`src/rtl/handshake_4phase_rx.sv`:
```
// Receiving end of a 4-phase (return-to-zero) req/ack link, terminating into a
// single-clock valid/ready stream. At most one word is in flight.
module handshake_4phase_rx #(
  parameter int DataWidth  = 32,
  parameter int SyncStages = 2
) (
  input  logic                 clk_i,
  input  logic                 rst_i,
  input  logic                 req_i,
  input  logic [DataWidth-1:0] data_i,
  output logic                 ack_o,
  output logic                 valid_o,
  input  logic                 ready_i,
  output logic [DataWidth-1:0] data_o,
  output logic [1:0]           state_o
);

  // Stream handshake: a word moves on a clk_i edge where valid_o && ready_i;
  // once valid_o is high it and data_o hold until that edge, and ready_i may
  // be high before valid_o rises.
  typedef enum logic [1:0] {
    IDLE  = 2'd0,
    VALID = 2'd1,
    ACK   = 2'd2
  } state_t;

  state_t               state_q, state_d;
  logic [DataWidth-1:0] data_q, data_d;
  logic                 valid_q, valid_d;
  logic                 ack_q, ack_d;
  logic                 req_s;

  if (SyncStages == 0) begin : g_no_sync
    assign req_s = req_i;
  end else begin : g_sync
    logic [SyncStages-1:0] sync_q, sync_d;

    always_comb begin
      sync_d[0] = req_i;
      for (int i = 1; i < SyncStages; i++) begin
        sync_d[i] = sync_q[i-1];
      end
    end

    always_ff @(posedge clk_i or posedge rst_i) begin
      if (rst_i) begin
        sync_q <= '0;
      end else begin
        sync_q <= sync_d;
      end
    end

    assign req_s = sync_q[SyncStages-1];
  end

  // data_i is bundled: it is only looked at once req_s is high, when it has settled.
  always_comb begin
    state_d = state_q;
    data_d  = data_q;
    case (state_q)
      IDLE: begin
        if (req_s) begin
          data_d  = data_i;
          state_d = VALID;
        end
      end
      VALID: begin
        if (ready_i) begin
          state_d = ACK;
        end
      end
      ACK: begin
        if (!req_s) begin
          state_d = IDLE;
        end
      end
      default: state_d = IDLE;
    endcase
    valid_d = (state_d == VALID);
    ack_d   = (state_d == ACK);
  end

  always_ff @(posedge clk_i or posedge rst_i) begin
    if (rst_i) begin
      state_q <= IDLE;
      data_q  <= '0;
      valid_q <= 1'b0;
      ack_q   <= 1'b0;
    end else begin
      state_q <= state_d;
      data_q  <= data_d;
      valid_q <= valid_d;
      ack_q   <= ack_d;
    end
  end

  assign ack_o   = ack_q;
  assign valid_o = valid_q;
  assign data_o  = data_q;
  assign state_o = state_q;

`ifndef SYNTHESIS
  // Counts req_i dropping before the word was acknowledged.
  logic        req_prev_q;
  int unsigned viol_cnt;

  always_ff @(posedge clk_i or posedge rst_i) begin
    if (rst_i) begin
      req_prev_q <= 1'b0;
      viol_cnt   <= 0;
    end else begin
      req_prev_q <= req_i;
      if (state_q == VALID && req_prev_q && !req_i && !ack_o) begin
        viol_cnt <= viol_cnt + 1;
      end
    end
  end

  a_stream_stable: assert property (@(posedge clk_i) disable iff (rst_i)
    (valid_o && !ready_i) |=> ($stable(valid_o) && $stable(data_o)))
    else $error("valid_o/data_o changed while stalled");
`endif

endmodule
```
`config.mk`:
```
export PLATFORM = sky130hd
export DESIGN_NAME = handshake_4phase_rx
export DESIGN_NICKNAME = d
export VERILOG_FILES = /design/src/rtl/handshake_4phase_rx.sv
export SDC_FILE = /design/constraint.sdc
export NUM_CORES = 1
export LEC_CHECK = 0
export ABC_AREA = 1
export CAP_MARGIN = 20
export CORE_MARGIN = 8
export CORE_UTILIZATION = 36
export CTS_CLUSTER_SIZE = 28
export DETAILED_ROUTE_END_ITERATION = 10
export HOLD_SLACK_MARGIN = 0.08
export PLACE_DENSITY = 0.75
export SLEW_MARGIN = 0
export SYNTH_ARGS = -nofsm -noshare
export SYNTH_HDL_FRONTEND = slang
export SYNTH_SLANG_ARGS = --single-unit
```
`constraint.sdc`:
```
create_clock -name clk_i -period 1.1 [get_ports clk_i]
set_input_delay 0.22 -clock clk_i [delete_from_list [all_inputs] [get_ports clk_i]]
set_output_delay 0.22 -clock clk_i [all_outputs]
set_load 0.02 [all_outputs]
```
-- After elaboration in Yosys (flattened, before gate mapping)
Index checks and enable logic that the tools add are counted.
- eq/ne operators: 4
- mux-type cells: 4
- reduce and logical (&&, ||, !) cells: 2
- operator list (cell ; count):
    $mux 2 ; 3
    $pmux 2 s3 ; 1
    $eq 2x1->1 const B ; 2
    $eq 2x2->1 const B ; 2
    $logic_not 2->1 ; 1
    $reduce_and 2->1 ; 1
- output and inout port bits: 36
- input bits: 36
- flip-flop bits (word level): 38
- logic and storage cells: 15

-- Longest topological paths before layout
Gate-level depths: netlist (run 1).
- depth after elaboration: 3
- depth in mapped cells: 5
- mapped depth without buffers: 4

-- Worst setup path after synthesis (run 1)
OpenSTA, ideal clock, no wires.
- kind: reg-to-reg
- start: reg state_q[1], in the netlist state_o[1]
- end: reg data_q[0], in the netlist data_o[0]
- stages on the path, launching flop included: 6
- setup time: 0.117 ns
- setup slack: -0.019 ns
- clock period less this slack: 1.119 ns
- data arrival time: 1.002 ns
- path buffers: 1
- required time: 0.983 ns
- cells stage by stage: dfrtp_1 nor2_4 nand2_4 buf_6 nand2_1 nand2_1
- longest elaborated chain between the ends: 2
- ends and longest elaborated chain (element ; line ; source):
    start, declared ; 27 ; state_t state_q, state_d;
    start signal, assigned ; 90 ; state_q <= state_d;
    $logic_not 2->1 ; 60 ; case (state_q)
    $reduce_and 2->1 (no line) ; -- ;
    end signal, assigned ; 91 ; data_q <= data_d;
    end, declared ; 28 ; logic [DataWidth-1:0] data_q, data_d;
Every way passes these cells.
A chain may end at the register's enable or synchronous reset.

-- Final worst setup path (run 1)
- start: reg state_q[1], in the netlist state_o[1]
- end: reg data_q[29], in the netlist data_o[29]
Same word-level chain as after synthesis.

==> results of run 1 <==
routing by layer:
layer  up-vias  routed length [um]
li1        677                   -
met1       654                1820
met2        58                2260
met3         5                 426
met4         0                  29
met5         -                   0
synth_stat cells:
library cell	instances	share of area, %
nor2_4	1	0.75
nand3b_1	1	0.50
nand2_1	67	17
dfrtp_1	38	64
nand2_4	1	0.75
o21ai_0	2	0.67
inv_1	2	0.50
buf_4	3	1.5
buf_2	4	1.3
nand3_1	33	11
buf_6	3	2.3
layout make-up:
class | count | area [um2]
flip-flops and latches | 38 | 955
multi-input cells | 109 | 614
repair buffers | 87 | 743
inverters | 2 | 7.51
well taps | 50 | 62.6
fillers | 361 | 1540
clock buffers | 7 | 76.3
where the power goes:
part / internal, mW / switching [mW] / total, mW
logic: 1.55 / 2.33 / 3.88
registers: 2.04 / 0.413 / 2.45
clock network: 0.436 / 0.452 / 0.888
critical path, delay by kind of cell, from the launching register on:
kind | cells | cell delay (ps)
buf+inv | 2 | 300
simple gates | 4 | 400
flops | 1 | 390
per-stage QoR:
stage                     setup WS [ps]  instances  setup TNS (ps)  area, um2
after floorplan                   -19.3        155            -528       1490
after CTS                         -69.3        286           -1800       2260
final                             -97.2        293           -1970       2460
after global placement            -79.0        273           -4140       2270
after global routing               -145        293           -4010       2460
after detailed placement           -133        273           -5600       2270
cells by family (layout without fill, tap and decap cells):
group / after synthesis / in the layout / share of synthesized area [%]
AOI/OAI and AO/OA: 2 / 2 / 0.671
buffers and inverters: 12 / 96 / 5.62
DFF: 38 / 38 / 63.8
and+or+nand+nor: 103 / 107 / 29.9
what timing repair did:
item / CTS / global route
gates resized for setup: 151 / 50
pin swaps: 1 / 7
gates cloned: 2 / 3
setup buffers: 4 / 6
endpoints found under the setup margin: 70 / 38
path summary, 6_finish.rpt:
kind | startpoint | end | slack [ps] | cells after the start
min in group clk_i | g_sync.sync_q[0] | g_sync.sync_q[1] | 350 | 0
worst max-delay path | state_o[1] | data_o[29] | -100 | 6
worst min-delay path | rst_i | data_o[17] | 250 | 3
worst min register to register | g_sync.sync_q[0] | g_sync.sync_q[1] | 350 | 0
worst max register to register | state_o[1] | data_o[29] | -100 | 6
max in group asynchronous | rst_i | data_o[22] | 610 | 3
layout by cell type, fill, tap and decap left out, drive strengths merged:
cell type      synthesis  layout
nor2                   1       1
nand2                 68      72
inv                    2       1
nand3b                 1       1
clkinv                 0       1
clkdlybuf4s50          0      35
clkbuf                 0       7
o21ai                  2       2
nand3                 33      33
buf                   10      52
dfrtp                 38      38
registers in the layout (all words and copies together), names as in the netlist:
signal,count
data_o,32
ack_o,1
state_o,2
g_sync.sync_q,2
valid_o,1
==> results.json, run 1 <==
{
  "power_mw": 7.22,
  "synth_cell_types": 11,
  "grt_pass1_wl_mm": 6.84,
  "ys_ff_latch": 38,
  "ctsHtreeMaxLevel": 2,
  "cts_buffer_depth": 2,
  "grt_util_all_layers_pct": 13.7,
  "worst_slew_pin_slew_ps": 216,
  "totalWireLength_mm": 4.54,
  "timing.hold.ws_ps": 253,
  "clkLatencyLatePin_ps": 290,
  "maxCapViolations": 0,
  "gr-total-overflow": 0,
  "clock-sinks": 38,
  "fmax_ghz": 0.835,
  "synth_cells": 155,
  "crit_chain": "buf_6 -> nor2_4 -> buf_8 -> nand2_8 -> nand2_1 -> nand2_1",
  "max_stage_delay_ps": 390,
  "wl_per_cell_um": 15.5,
  "yosysWarnings": 0,
  "via_per_inst": 4.76,
  "status": "finished, violations left",
  "met2_usage_pct": 21.7,
  "cts_root_buf": "clkbuf_8",
  "start_util_pct": 37.3,
  "cts_buffers": 5,
  "drive_gt1_share_pct": 37.0,
  "synth_area_um2": 1490,
  "met3_usage_pct": 7.25,
  "cts_tree": "yes",
  "worstPathArrival_ps": 1370,
  "n_antenna_cell": 0,
  "nNetsFinal": 279,
  "design.core.area_um2": 4000,
  "grt_pass1_vias": 1405,
  "ys_seq_area_share_pct": 63.8,
  "rsz0062_at_grt": "true",
  "die_area_um2": 6460,
  "dp_hpwl_mm": 2.86,
  "syn-num-nets": 191,
  "setup_viol": 32,
  "violations": "setup timing",
  "leakage_nw": 1.25,
  "cp_common_cell": "nand2_1",
  "rows": 23,
  "dr.pass1.iters": 4,
  "place.port_buffers": 71,
  "drc": 0,
  "fin_skew_ps": 8.17,
  "crit_slowest_cell": "dfrtp_1",
  "post-route-util_pct": 61.5,
  "slew_headroom_pct": 85.6,
  "antenna_found_initial": 0,
  "drtIter0Drc": 57,
  "period_share_pct": 109,
  "worst_slack_ps": -97.2,
  "gp_congestion": 0.694,
  "grt_max_degree": 23,
  "syn_to_final_growth_pct": 64.8,
  "hold_buffers": 0,
  "die_w_um": 80.4,
  "die_h_um": 80.4,
  "hold_viol_final": 0,
  "io_pins": 72,
  "finalCriticalPeriod_ps": 1200,
  "required_ps": 1280,
  "use_met1_pct": 15.6,
  "syn_avg_cell_area_um2": 9.62,
  "powerDensity_nw_per_um2": 2940,
  "ant_nets": 0,
  "irDropWorstVdd_mv": 1.23,
  "cts.reportedPaths.clkPinSlew_ps": 70,
  "path_max_fanout": 8,
  "grt_busiest_layer": "met2",
  "dr_total_vias": 1394,
  "endpoint_kind": "register",
  "worst-setup-path-type": "register to register",
  "hp-class": "input pin to async pin",
  "startpoint_type": "register",
  "drv_slew": 0
}
No activity file was read; power rests on OpenSTA's default activity.
==> inputs of run 2 (changes only) <==
--- a/config.mk
+++ b/config.mk
@@ -6,6 +6,7 @@
 export NUM_CORES = 1
 export LEC_CHECK = 0
 export ABC_AREA = 1
+export ABC_CLOCK_PERIOD_IN_PS = 1100
 export CAP_MARGIN = 20
 export CORE_MARGIN = 8
 export CORE_UTILIZATION = 36
==> results of run 2 <==
No change in the layout: final DEF, timing and power equal those of run 1.
